**config.mk**
```make
export PLATFORM = sky130hd
export DESIGN_NAME = bist_run_controller_flat
export DESIGN_NICKNAME = d
export VERILOG_FILES = /design/src/rtl/bist_pkg.sv /design/src/rtl/bist_run_controller_if.sv /design/src/rtl/bist_sync.sv /design/src/rtl/bist_run_controller.sv /design/src/flat_wrapper.sv
export SDC_FILE = /design/constraint.sdc
export NUM_CORES = 1
export LEC_CHECK = 0
export ABC_AREA = 1
export BUFFER_PORTS_ARGS = -buffer_cell sky130_fd_sc_hd__clkbuf_2
export CORE_MARGIN = 10
export CORE_UTILIZATION = 50
export DETAILED_ROUTE_END_ITERATION = 8
export HOLD_SLACK_MARGIN = 0.1
export PLACE_DENSITY = 0.86
export REMOVE_ABC_BUFFERS = 1
export SLEW_MARGIN = 10
export SYNTH_ARGS = -nofsm -noshare
export SYNTH_HDL_FRONTEND = slang
export SYNTH_HIERARCHICAL = 1
export SYNTH_SLANG_ARGS = --single-unit
```
**constraint.sdc**
```tcl
create_clock -name clk_50MHz -period 1.4 [get_ports clk_50MHz]
set_clock_uncertainty 0.1 [all_clocks]
set_input_delay 0.21 -clock clk_50MHz [delete_from_list [all_inputs] [get_ports clk_50MHz]]
set_output_delay 0.21 -clock clk_50MHz [all_outputs]
set_load 0.02 [all_outputs]
```
**src/rtl/bist_pkg.sv**
```systemverilog
// ============================================================================
// Module      : bist_pkg
// Description : Shared types, tap constants and status/config field indices
//               for the BIST run controller.
// Revision    : 1.0 - initial release
// ============================================================================
`default_nettype none

package bist_pkg;

  typedef enum logic [2:0] {
    IDLE    = 3'd0,
    RESET   = 3'd1,
    APPLY   = 3'd2,
    CLK_HI  = 3'd3,
    CAPTURE = 3'd4,
    DONE    = 3'd5
  } state_e;

  // Feedback taps: LFSR x^4+x^3+1 style (bits 3,2); MISR bits 7,5,4,3
  localparam logic [3:0] LFSR_TAPS = 4'b1100;
  localparam logic [7:0] MISR_TAPS = 8'b1011_1000;

  localparam int unsigned STAT_BUSY  = 15;
  localparam int unsigned STAT_DONE  = 14;
  localparam int unsigned STAT_PASS  = 13;
  localparam int unsigned STAT_ABORT = 12;

  localparam int unsigned CFG_N_MSB   = 15;
  localparam int unsigned CFG_N_LSB   = 8;
  localparam int unsigned CFG_EXP_MSB = 7;
  localparam int unsigned CFG_EXP_LSB = 0;

  function automatic logic [3:0] lfsr_next(input logic [3:0] l);
    return {l[2:0], ^(l & LFSR_TAPS)};
  endfunction

  function automatic logic [7:0] misr_next(input logic [7:0] m, input logic [3:0] y);
    return {m[6:0], ^(m & MISR_TAPS)} ^ {4'b0000, y};
  endfunction

endpackage

`default_nettype wire

```
**src/rtl/bist_run_controller_if.sv**
```systemverilog
// ============================================================================
// Module      : bist_run_controller_if
// Description : TAP-side config/status and logic-side pattern/response bundle.
// Revision    : 1.0 - initial release
// ============================================================================
`default_nettype none

interface bist_run_controller_if;
  logic        BIST_clk_en;
  logic [15:0] To_BIST_reg;
  logic [3:0]  BIST_from_logic_Y;
  logic [3:0]  BIST_to_logic_X;
  logic        BIST_to_logic_res;
  logic        BIST_to_logic_clk;
  logic [15:0] From_BIST_reg;

  modport slave (
    input  BIST_clk_en, To_BIST_reg, BIST_from_logic_Y,
    output BIST_to_logic_X, BIST_to_logic_res, BIST_to_logic_clk, From_BIST_reg
  );

  modport master (
    output BIST_clk_en, To_BIST_reg, BIST_from_logic_Y,
    input  BIST_to_logic_X, BIST_to_logic_res, BIST_to_logic_clk, From_BIST_reg
  );
endinterface

`default_nettype wire

```
**src/rtl/bist_sync.sv**
```systemverilog
// ============================================================================
// Module      : bist_sync
// Description : Two-flop level synchronizer with synchronous reset.
// Revision    : 1.0 - initial release
// ============================================================================
`default_nettype none

module bist_sync #(
  parameter int unsigned WIDTH = 1
) (
  input  logic             clk,
  input  logic             rst,
  input  logic [WIDTH-1:0] d_i,
  output logic [WIDTH-1:0] q_o
);

  logic [WIDTH-1:0] meta_q;
  logic [WIDTH-1:0] sync_q;

  always_ff @(posedge clk) begin
    if (rst) begin
      meta_q <= '0;
      sync_q <= '0;
    end else begin
      meta_q <= d_i;
      sync_q <= meta_q;
    end
  end

  assign q_o = sync_q;

endmodule

`default_nettype wire

```
**src/rtl/bist_run_controller.sv**
```systemverilog
// ============================================================================
// Module      : bist_run_controller
// Description : Runs one LFSR/MISR BIST pass over the function module.
// Revision    : 1.0 - initial release
// ============================================================================
`default_nettype none

module bist_run_controller
  import bist_pkg::*;
#(
  parameter logic [3:0]  LFSR_SEED  = 4'b0001,
  parameter int unsigned RES_CYCLES = 4
) (
  input  logic                 clk_50MHz,
  input  logic                 BIST_res,
  bist_run_controller_if.slave bus
);

  localparam logic [3:0] RCNT_INIT = 4'(RES_CYCLES - 1);

  logic   en_sync, en_prev_q, start;
  state_e state_q, state_d;
  logic [7:0] exp_q, exp_d;
  logic [3:0] lfsr_q, lfsr_d;
  logic [7:0] misr_q, misr_d;
  logic [8:0] rem_q, rem_d;
  logic [3:0] rcnt_q, rcnt_d;
  logic       done_q, done_d, pass_q, pass_d, abort_q, abort_d;
  logic [3:0] x_q, x_d;
  logic       res_q, res_d, clk_q, clk_d;
  logic       running;
  logic [7:0] misr_nxt, n_cfg;
  logic [3:0] lfsr_nxt;

  bist_sync #(.WIDTH(1)) u_sync (
    .clk (clk_50MHz),
    .rst (BIST_res),
    .d_i (bus.BIST_clk_en),
    .q_o (en_sync)
  );

  assign start    = en_sync & ~en_prev_q;
  assign running  = (state_q == RESET) || (state_q == APPLY) ||
                    (state_q == CLK_HI) || (state_q == CAPTURE);
  assign misr_nxt = misr_next(misr_q, bus.BIST_from_logic_Y);
  assign lfsr_nxt = lfsr_next(lfsr_q);
  assign n_cfg    = bus.To_BIST_reg[CFG_N_MSB:CFG_N_LSB];

  // Logic-side outputs are registered versions of the next-state decode
  always_comb begin
    state_d = state_q;
    exp_d   = exp_q;
    lfsr_d  = lfsr_q;
    misr_d  = misr_q;
    rem_d   = rem_q;
    rcnt_d  = rcnt_q;
    done_d  = done_q;
    pass_d  = pass_q;
    abort_d = abort_q;
    x_d     = 4'b0000;
    res_d   = 1'b0;
    clk_d   = 1'b0;
    if (running && !en_sync) begin
      state_d = IDLE;
      abort_d = 1'b1;
      done_d  = 1'b0;
      pass_d  = 1'b0;
    end else begin
      case (state_q)
        IDLE: begin
          if (start) begin
            state_d = RESET;
            exp_d   = bus.To_BIST_reg[CFG_EXP_MSB:CFG_EXP_LSB];
            lfsr_d  = LFSR_SEED;
            misr_d  = 8'h00;
            abort_d = 1'b0;
            done_d  = 1'b0;
            pass_d  = 1'b0;
            rem_d   = (n_cfg == 8'h00) ? 9'd256 : {1'b0, n_cfg};
            rcnt_d  = RCNT_INIT;
            res_d   = 1'b1;
          end
        end
        RESET: begin
          if (rcnt_q == 4'd0) begin
            state_d = APPLY;
            x_d     = lfsr_q;
          end else begin
            rcnt_d = rcnt_q - 4'd1;
            res_d  = 1'b1;
          end
        end
        APPLY: begin
          state_d = CLK_HI;
          x_d     = lfsr_q;
          clk_d   = 1'b1;
        end
        CLK_HI: begin
          state_d = CAPTURE;
          x_d     = lfsr_q;
        end
        CAPTURE: begin
          misr_d = misr_nxt;
          lfsr_d = lfsr_nxt;
          rem_d  = rem_q - 9'd1;
          if (rem_q == 9'd1) begin
            state_d = DONE;
            done_d  = 1'b1;
            pass_d  = (misr_nxt == exp_q);
          end else begin
            state_d = APPLY;
            x_d     = lfsr_nxt;
          end
        end
        DONE: begin
          if (!en_sync) state_d = IDLE;
        end
        default: state_d = IDLE;
      endcase
    end
  end

  always_ff @(posedge clk_50MHz) begin
    if (BIST_res) begin
      en_prev_q <= 1'b0;
      state_q   <= IDLE;
      exp_q     <= 8'h00;
      lfsr_q    <= LFSR_SEED;
      misr_q    <= 8'h00;
      rem_q     <= 9'd0;
      rcnt_q    <= 4'd0;
      done_q    <= 1'b0;
      pass_q    <= 1'b0;
      abort_q   <= 1'b0;
      x_q       <= 4'b0000;
      res_q     <= 1'b0;
      clk_q     <= 1'b0;
    end else begin
      en_prev_q <= en_sync;
      state_q   <= state_d;
      exp_q     <= exp_d;
      lfsr_q    <= lfsr_d;
      misr_q    <= misr_d;
      rem_q     <= rem_d;
      rcnt_q    <= rcnt_d;
      done_q    <= done_d;
      pass_q    <= pass_d;
      abort_q   <= abort_d;
      x_q       <= x_d;
      res_q     <= res_d;
      clk_q     <= clk_d;
    end
  end

  assign bus.BIST_to_logic_X   = x_q;
  assign bus.BIST_to_logic_res = res_q;
  assign bus.BIST_to_logic_clk = clk_q;
  assign bus.From_BIST_reg     = {running, done_q, pass_q, abort_q, 4'b0000, misr_q};

endmodule

`default_nettype wire

```
**src/flat_wrapper.sv**
```systemverilog
// flat-port wrapper written by rule: the top's interface ports become plain ports
module bist_run_controller_flat import bist_pkg::*;
#(
  parameter logic [3:0]  LFSR_SEED  = 4'b0001,
  parameter int unsigned RES_CYCLES = 4
)
  (clk_50MHz, BIST_res, bus_BIST_clk_en, bus_To_BIST_reg, bus_BIST_from_logic_Y, bus_BIST_to_logic_X, bus_BIST_to_logic_res, bus_BIST_to_logic_clk, bus_From_BIST_reg);
  bist_run_controller_if bus_i ();
  input  logic clk_50MHz;
  input  logic BIST_res;
  input wire logic [$bits(bus_i.BIST_clk_en)-1:0] bus_BIST_clk_en;
  input wire logic [$bits(bus_i.To_BIST_reg)-1:0] bus_To_BIST_reg;
  input wire logic [$bits(bus_i.BIST_from_logic_Y)-1:0] bus_BIST_from_logic_Y;
  output wire logic [$bits(bus_i.BIST_to_logic_X)-1:0] bus_BIST_to_logic_X;
  output wire logic [$bits(bus_i.BIST_to_logic_res)-1:0] bus_BIST_to_logic_res;
  output wire logic [$bits(bus_i.BIST_to_logic_clk)-1:0] bus_BIST_to_logic_clk;
  output wire logic [$bits(bus_i.From_BIST_reg)-1:0] bus_From_BIST_reg;
  assign bus_i.BIST_clk_en = bus_BIST_clk_en;
  assign bus_i.To_BIST_reg = bus_To_BIST_reg;
  assign bus_i.BIST_from_logic_Y = bus_BIST_from_logic_Y;
  assign bus_BIST_to_logic_X = bus_i.BIST_to_logic_X;
  assign bus_BIST_to_logic_res = bus_i.BIST_to_logic_res;
  assign bus_BIST_to_logic_clk = bus_i.BIST_to_logic_clk;
  assign bus_From_BIST_reg = bus_i.From_BIST_reg;
  bist_run_controller #(.LFSR_SEED(LFSR_SEED), .RES_CYCLES(RES_CYCLES)) u_core (.clk_50MHz(clk_50MHz), .BIST_res(BIST_res), .bus(bus_i));
endmodule
```
Word level (Yosys, flattened, before mapping). Cells that the tools add are included.

Bits in registers: 48. Input bits: 23. Output and inout port bits: 22. Word-level logic and storage cells: 84.

Add/sub/neg operators: 2. Eq/ne operators: 12. Multiplexer cells: 29. Bitwise operators: 4. Reduce and logical (&&, ||, !) cells: 22.

Operators with widths (count): 4-bit 2-to-1 mux (5); 9-bit 2-to-1 mux (2); 3-bit one-hot mux with 6 select lines (1); 9-bit one-hot mux with 2 select lines (1); 4-bit one-hot mux with 2 select lines (2); 8-bit one-hot mux with 2 select lines (1); 3-bit 2-to-1 mux (4); 4-bit one-hot mux with 3 select lines (1); 3-bit AND reduction (4); 9-bit by 1-bit == test with 1-bit output (second input constant) (1); 9-bit by 1-bit subtractor with 9-bit output (second input constant) (1); 8-bit == test (1); 8-bit logical NOT (1); 1-bit 2-to-1 mux (8); 8-bit 2-to-1 mux (1); 2-bit != test (second input constant) (4); 2-bit nonzero test (4); 8-bit XOR reduction (1); 8-bit by 4-bit XOR with 8-bit output (1); 3-bit by 2-bit == test with 1-bit output (second input constant) (2); 3-bit == test (second input constant) (2); 1-bit one-hot mux with 2 select lines (3); 4-bit logical NOT (1); 4-bit AND reduction (1); other kinds (12) (16).

Longest topological paths before layout. Gate-level depths: netlist (run 1).

Depth in word-level cells: 7. Gate-level depth with buffers: 11. Depth with buffers taken out: 10.

By module. Netlist (run 1), hierarchy kept.

By module, submodules not included: bist_run_controller (times used 1, cells each 346, area each 2401.1 um2, sequential area each 920.9 um2); bist_sync (times used 1, cells each 6, area each 55.1 um2, sequential area each 40.0 um2).

Worst setup path before layout (run 1). Ideal clock, no wire load.

Kind: reg2reg. From: register u_core.misr_q[4]. To: register u_core.pass_q. Setup time: 0.070 ns. Arrival time: 1.224 ns. Required time: 1.230 ns. Setup slack: 0.006 ns. Cell stages (with the launch flop): 12. Path buffers: 1. Clock period less this slack: 1.394 ns. Path through: dfxtp_1 > clkbuf_2 > inv_1 > nand2_1 > nand2_1 > nor2_1 > nand2_1 > nor2_1 > nand2_1 > nor2_1 > nand3_1 > a21oi_1.

Longest elaborated chain between the ends: 5.

Ends and longest elaborated chain: start: declaration (RTL line bist_run_controller.sv:25) `logic [7:0] misr_q, misr_d;`; start signal: assignment (RTL line bist_run_controller.sv:143) `misr_q <= misr_d;`; 8-bit XOR reduction (RTL line bist_pkg.sv:39) `return {m[6:0], ^(m & MISR_TAPS)} ^ {4'b0000, y};`; 8-bit by 4-bit XOR with 8-bit output * (RTL line bist_pkg.sv:39); 8-bit == test * (RTL line bist_run_controller.sv:109) `pass_d = (misr_nxt == exp_q);`; 1-bit 2-to-1 mux * (RTL line bist_run_controller.sv:106) `if (rem_q == 9'd1) begin`; 1-bit one-hot mux with 2 select lines * (RTL line bist_run_controller.sv:69) `case (state_q)`; end signal: assignment (RTL line bist_run_controller.sv:147) `pass_q <= pass_d;`; end: declaration (RTL line bist_run_controller.sv:28) `logic done_q, done_d, pass_q, pass_d, abort_q, abort_d;`.

Every way passes the cells marked *; elsewhere a longest branch is shown, timed or not. The select of a mux whose other input is x is not followed. A chain may end at the register's enable or synchronous reset.

Worst setup path after layout (run 1).
From: register u_core.rem_q[1]. To: register u_core.state_q[0].

Longest elaborated chain between the ends: 3.

Ends and longest elaborated chain: start: declaration (RTL line bist_run_controller.sv:26) `logic [8:0] rem_q, rem_d;`; start signal: assignment (RTL line bist_run_controller.sv:144) `rem_q <= rem_d;`; 9-bit by 1-bit == test with 1-bit output (RTL line bist_run_controller.sv:106); 3-bit 2-to-1 mux (RTL line bist_run_controller.sv:106); 3-bit one-hot mux with 6 select lines (RTL line bist_run_controller.sv:69); end signal: assignment (RTL line bist_run_controller.sv:140) `state_q <= state_d;`; end: declaration (RTL line bist_run_controller.sv:22) `state_e state_q, state_d;`.

No other way between the ends.

==> summary.txt, run 1 <==
Power and ir drop
  – Peak VDD IR: 0.000590 V
  – Pwr dens: 1170 nW/um2
  – Leakage power total: 1.61 nW

Flow run
  – Max Cap Violations: 0

Clock tree
  – Root buffer cell: clkbuf_8
  – Clk_lat worst skew: 0.31 ns
  – Htree depth: 2
  – Max Root-Sink Buffers: 2
  – Reg clk slew, reported paths: 0.09 ns
  – TritonCTS Sinks: 48
  – Number of CTS-inserted buffers: 5
  – TritonCTS clock tree: done

Critical path
  – CP bufs+invs: 2
  – Setup CP Type: flop to flop
  – Crit end category: flop
  – CP cell instances: inv_4 > ha_4 > nand2_2 > nor2_4 > nand3_2 > buf_6 > a31o_1 > a21oi_1
  – CP max stage delay: 0.35 ns
  – Crit-path leading delay family: compound AO/OA/AOI/OAI gates
  – Slowest cell on the critical path: dfxtp_2
  – Worst Setup Start Kind: flop
  – R2R setup slack: -0.15 ns
  – Worst Path Arrival: 1.68 ns
  – Required @ worst endpoint: 1.54 ns
  – Crit-path max FO: 3

Yosys
  – Largest family of logic cells by synthesized area: simple AND/OR/NAND/NOR gates
  – Fraction of registers with async set/reset: 0%
  – Synthesized area per cell: around 7.0 um2
  – Unique cell type count in the Yosys netlist: 37
  – Synth warn: 6
  – Synth Area in Compound Gates: 16.0%
  – Synth area leaders: dfxtp_1 39%, nand2_1 13%, a21oi_1 7.5%, inv_1 5.8%, nand3_1 5.1%
  – Yosys reg bits: 48
  – Mux contribution to synthesized area: 0%
  – Syn Inst Count: approximately 350
  – Register area share after synthesis: 39.1%
  – Post-synth EDFFs: 0
  – Synth Area in Adders: 1.53%
  – Ys flop type: dfxtp_1
  – Count leader, synth: nand2_1
  – Area leader, netlist: dfxtp_1
  – Post-Syn Area: 2460 um2
  – Synth cell count leaders: 82 x nand2_1, 48 x dfxtp_1, 38 x inv_1, 37 x a21oi_1, 31 x nor2_1
  – Post-synthesis xor/xnor area fraction: 2.85%
  – Post-Synth Simple-Gate Area: 28.5%
  – Top-area cell type share of the netlist area: 39.1%

STA
  – Fin crit share: 111%
  – Max-slew violations: 0
  – Post-route setup slack: -0.147 ns
  – Fin. Hold Viols: 0
  – Fin crit period: around 1.5 ns
  – Final setup violation count: 21
  – Fmax: 0.646 GHz
  – RSZ-0062 raised after global routing: yes
  – Min Hold Slack: 0.0927 ns

Route
  – Via count: between 2000 and 3000
  – Per-cell routed wire length: ~15 um
  – Vias/cell: 5.26
  – Antenna Nets Post-Route: 0
  – Router iterations before antenna repair: 4
  – Initial DRC Count: around 180
  – Routed WL: 7810 um
  – DRC viols: 0

Global routing
  – Total grt overflow: 0
  – Vias in the first global route: 2465
  – GR Layer Usage met2: 26.4%
  – Gr busiest metal: met2
  – Largest net degree at the start of global routing: 22
  – First-pass GRT wire length: 11000 um
  – GRT Total Usage: 15.7%
  – M3 GR Usage: 4.66%
  – Met1 Use GR: 18.9%
  – Initial antenna violation count: 0

Cells and area
  – Fill cells: 346
  – Diode count: 0
  – Area grow syn2layout: 46.3%
  – Final #Nets: around 470
  – Register area: 981 um2
  – Final Cell Area: 3590 um2
  – Layout cell share with drive strength beyond 1: 38.8%
  – Area of the multi-input gates: 1480 um2

Status
  – Failing checks: negative setup slack
  – Status: complete, but fails checks

Place
  – IO buf count: 40
  – Post-place setup slack: -0.120 ns
  – Dpl hpwl: 4570 um
  – Placed Instance Area: between 2000 and 3000 um2
  – Placer Congestion: 0.901

Min path
  – Hold Path Class: input pin to flop

Floorplanning
  – Die area: 8120 um2
  – Die Span Y: around 90 um
  – Die extent in x: 90.1 um
  – Core Region: 4750 um2
  – Initial Util: 51.7%
  – Ports: 45
  – Site Rows: 25
## report_power, final
part / internal [mW] / leakage [nW] / switching, mW
sequential: 1.48 / 0.395 / 0.0778
clock: 0.531 / 0.0552 / 0.490
combinational: 0.708 / 1.16 / 0.908
## state kept, by name, summed over array words and instances (netlist names), 3 cells and up
signal                      flops
u_core/exp_q                    8
u_core/rem_q                    9
u_core/bus.BIST_to_logic_X      4
u_core/rcnt_q                   4
u_core/lfsr_q                   4
u_core/misr_q                   8
u_core/state_q                  3
## cells in the final DEF, fill, tap and decap left out, types with 5 or more instances in the layout
master / synthesis / layout
nor2_1: 31 / 21
nand2_1: 82 / 71
dlygate4sd3_1: 0 / 10
nand3_1: 25 / 23
clkbuf_8: 0 / 5
o21ai_1: 1 / 12
a21oi_1: 37 / 31
xor2_1: 5 / 5
buf_4: 8 / 47
buf_6: 2 / 8
nand2_2: 3 / 10
inv_1: 38 / 31
inv_2: 3 / 6
a21oi_2: 1 / 6
nor2_2: 0 / 7
clkbuf_2: 2 / 39
dfxtp_1: 48 / 40
o21ai_0: 24 / 9
## final timing paths
kind | cells after the start | startpoint | endpoint
worst min register to register | 2 | u_core/u_sync/meta_q | u_core/u_sync/q_o
worst min-delay path | 3 | bus_To_BIST_reg[1] | u_core/exp_q[1]
worst max-delay path | 8 | u_core/rem_q[1] | u_core/state_q[0]
worst max register to register | 8 | u_core/rem_q[1] | u_core/state_q[0]
## repair_timing
item | 4_1_cts | 5_1_grt
resized for setup | 27 | 83
hold buffers | 9 | 1
endpoints found under the hold margin | 8 | 1
pin swaps | 6 | 17
setup endpoints to repair | 31 | 47
cloned | 0 | 2
setup buffers | 4 | 12
## metrics by stage
| step | total power [mW] | utilization [%] | std cells | TNS, ns |
|---|---|---|---|---|
| after floorplan | 2.19 | - | 335 | -5.98 |
| after global placement | 2.59 | 61.4 | 480 | -0.541 |
| after detailed placement | 2.64 | 61.4 | 480 | -1.59 |
| after CTS | 3.81 | 68.1 | 501 | -0.733 |
| after global routing | 4.40 | 75.6 | 516 | -2.98 |
| final | 4.19 | 75.6 | 516 | -1.31 |
## logic make-up (layout without fill, tap and decap cells)
group | after synthesis | count (layout)
adder cells (fa/ha/maj) | 3 | 3
buffers and inverters | 62 | 156
AO/OA/AOI/OAI | 72 | 72
flip-flops | 48 | 48
AND/OR/NAND/NOR | 158 | 158
XOR/XNOR | 8 | 8
other | 1 | 4
## tightest hold or removal path, stage by stage
cell and delay, ns:
clkbuf_2 0.09, o21ai_1 0.06, a21oi_1 0.10
## area by class of cell
type | count | area share, %
clock inverters | 2 | 0.975
repair buffers | 106 | 21.5
flip-flops and latches | 48 | 27.3
multi-input cells | 245 | 41.1
well taps | 67 | 2.33
clock buffers | 6 | 2.02
inverters | 42 | 4.81
## layer usage
metal  routed length [um]  share of wire [%]  vias to the layer above
met1                 3170                 41                     1261
met5                    0                  0                        -
met4                  213                2.7                        0
met3                  483                6.2                       22
met2                 3940                 50                      108
li1                     -                  -                     1324
(Power assumes the default switching activity.)
==> inputs of run 2 (changes only) <==
- ABC_AREA: 1 -> default
- CORE_UTILIZATION: 50 -> 49
- PLACE_DENSITY: 0.86 -> 0.85
==> run 2 against run 1 <==
Net effect:
- the flow still finishes with violations (negative setup slack)
- clock power decreased by 20%
- synthesized cell count fell by 21%
- combinational power fell by 69%
- maximum frequency is 18% lower
- area after synthesis is 4.3% lower
- register-to-register slack worse by 0.34 ns
- wire length grew 16%
- core utilization rose by 5.0 points
- critical endpoint is now u_core/pass_q
- largest power group is now sequential cells
- highest routed layer unchanged
==> summary.txt, run 2 <==
Critical path
  – Crit-path max FO: 3
  – Worst Setup Start Kind: flop
  – Setup crit start: u_core/rem_q[1]
  – Slowest cell on the critical path: dfxtp_2
  – R2R Path End: u_core/pass_q
  – CP cell instances: inv_2 > ha_1 > nor3b_4 > nand4_1 > a2111oi_4 > nand3_1 > a21oi_1
  – Worst Path Arrival: 2.02 ns
  – FF-to-FF path depth: 7
  – Required @ worst endpoint: 1.53 ns
  – Worst flop-to-flop path startpoint: u_core/rem_q[1]
  – CP max stage delay: 0.35 ns
  – Setup CP Type: flop to flop
  – Crit end category: flop
  – R2R setup slack: -0.49 ns

Route
  – DRC viols: 0
  – Via count: roughly 2600
  – Antenna Nets Post-Route: 0
  – Router iterations before antenna repair: 4
  – Vias/cell: 5.97
  – Initial DRC Count: 206
  – Per-cell routed wire length: 20.9 um
  – Routed WL: 9060 um

Clock tree
  – TritonCTS clock tree: done
  – Clk_lat worst skew: 0.30 ns
  – Root buffer cell: clkbuf_8
  – Reg clk slew, reported paths: roughly 0.09 ns
  – Max Root-Sink Buffers: 2
  – Htree depth: 2
  – TritonCTS Sinks: 48
  – Number of CTS-inserted buffers: 5

Status
  – Failing checks: negative setup slack
  – Status: complete, but fails checks

STA
  – Min Hold Slack: 0.119 ns
  – RSZ-0062 raised after global routing: yes
  – Post-route setup slack: -0.488 ns
  – Fin crit period: 1.89 ns
  – Final setup violation count: between 40 and 50
  – Max-slew violations: 0
  – Fmax: around 0.53 GHz
  – Fin. Hold Viols: 0
  – Setup tns final: -8.83 ns
  – Fin crit share: 135%

Yosys
  – Synthesized area per cell: 8.45 um2
  – Post-Syn Area: between 2000 and 2500 um2
  – Synth area leaders: dfxtp_1 41%, a22oi_1 5.1%, a21oi_1 4.7%, nor2_1 4.6%, nand2_1 4.5%
  – Post-synth EDFFs: 0
  – Fraction of registers with async set/reset: 0%
  – Synth warn: 6
  – Unique cell type count in the Yosys netlist: 45
  – Area leader, netlist: dfxtp_1
  – Count leader, synth: dfxtp_1
  – Yosys reg bits: 48
  – Register area share after synthesis: 40.9%
  – Synth cell count leaders: 48 x dfxtp_1, 29 x nor2_1, 28 x nand2_1, 22 x a21oi_1, 16 x a22oi_1
  – Syn Inst Count: approximately 280
  – Ys flop type: dfxtp_1
  – Top-area cell type share of the netlist area: 40.9%

Floorplanning
  – Die extent in x: 89.3 um
  – Ports: 45
  – Core Region: approximately 4700 um2
  – Initial Util: roughly half
  – Site Rows: 25
  – Die area: about 8000 um2
  – Die Span Y: between 80 and 90 um

Power and ir drop
  – Peak VDD IR: 0.000531 V
  – Pwr dens: roughly 720 nW/um2
  – Leakage power total: 1.48 nW

Cells and area
  – Area grow syn2layout: 61.0%
  – Layout cell share with drive strength beyond 1: 52.1%
  – Fill cells: around 260
  – Final #Nets: 406
  – Final cell count without fillers: approximately 430
  – Final design utilization: between 80% and 90%
  – Most frequent cells in the layout: 39 x clkbuf_2, 39 x dfxtp_1, 38 x buf_4
  – Diode count: 0
  – Leading registers by flop count: u_core/rem_q (9), u_core/exp_q (8), u_core/misr_q (8)
  – Biggest register: u_core/rem_q
  – Largest register FFs: 9

Global routing
  – Vias in the first global route: 2585
  – Initial antenna violation count: 0
  – Largest net degree at the start of global routing: 22
  – First-pass GRT wire length: approximately 12000 um
  – GRT Total Usage: 20.0%
  – Total grt overflow: 0

Place
  – Placed cells: 407
  – Dpl hpwl: 4550 um
  – IO buf count: 40
  – Post-place setup slack: -0.441 ns
  – Placer Congestion: roughly 0.9

Min path
  – Hold worst-path end: u_core/rem_q[2]
  – Hold wc startpoint: bus_To_BIST_reg[10]
  – Worst Hold Depth: 3
  – Hold Path Class: input pin to flop

Flow run
  – Max Cap Violations: 0
## run 2: cell count changes after synthesis, sizes merged, moves of 13 or more
cell	delta
nand3	-18
a22oi	+16
inv	-37
nand2	-57
o21ai	-13
a21oi	-16
## run 2: logic make-up after synthesis
group | after synthesis | share of synthesized area, %
and+or+nand+nor | 106 | 22.6
AOI/OAI and AO/OA | 69 | 19.9
DFF | 48 | 40.9
buffers and inverters | 27 | 5.70
xor gates and xnor gates | 22 | 8.20
adders and majority gates | 3 | 1.60
muxes | 2 | 0.958
other | 1 | 0.160
## run 2: per-layer routing
metal | global-route usage (%) | part of all wire (%) | vias to the layer above
met5 | 0 | 0 | -
met4 | 9.39 | 3.5 | 0
met3 | 5.47 | 8.5 | 38
met2 | 36.4 | 52 | 143
met1 | 20.6 | 36 | 1237
li1 | - | - | 1173
## run 2: critical path: cells and delay by family, from the launching register on
kind                     cells  cell delay, ns
AND/OR/NAND/NOR              3            0.63
AO/OA/AOI/OAI                2            0.54
flip-flops                   1            0.35
adder cells (fa/ha/maj)      1            0.15
buffers and inverters        1            0.06
## run 2: worst max path at each step
stage	endpoint	slack [ns]
final	u_core/pass_q	-0.49
after CTS	bus_From_BIST_reg[15]	-0.29
after global routing	u_core/pass_q	-0.50
after detailed placement	u_core/rcnt_q[1]	-0.44
after global placement	u_core/rcnt_q[3]	-0.38
after floorplan	u_core/pass_q	-0.93
## run 2: stage by stage
stage / total power [mW] / cell area [um2]
3_5_place_dp: 1.76 / 2920
3_3_place_gp: 1.75 / 2920
4_1_cts: 2.64 / 3520
5_1_grt: 2.81 / 3780
6_report: 2.73 / 3780
2_1_floorplan: 1.59 / 2250
## run 2: report_power, final
part           total [mW]  switching (mW)  internal (mW)
registers            1.41          0.0236           1.39
clock network       0.814           0.474          0.339
logic               0.499           0.257          0.242
## run 2: layout make-up
| type | count | area (um2) | area share, % |
|---|---|---|---|
| clock inverter | 2 | 12.5 | 0.331 |
| clock buffer | 5 | 68.8 | 1.82 |
| tap | 54 | 67.6 | 1.79 |
| inverter | 5 | 18.8 | 0.496 |
| multi-input combinational | 207 | 1720 | 45.6 |
| timing repair buffer | 113 | 913 | 24.1 |
| sequential | 48 | 977 | 25.8 |
## run 2: repair_timing
action,CTS,global route
cloned,1,1
pin swaps,29,37
gates resized for setup,95,52
hold buffers,9,0
endpoints found under the setup margin,46,47
setup buffers,8,5
hold endpoints to repair,9,0
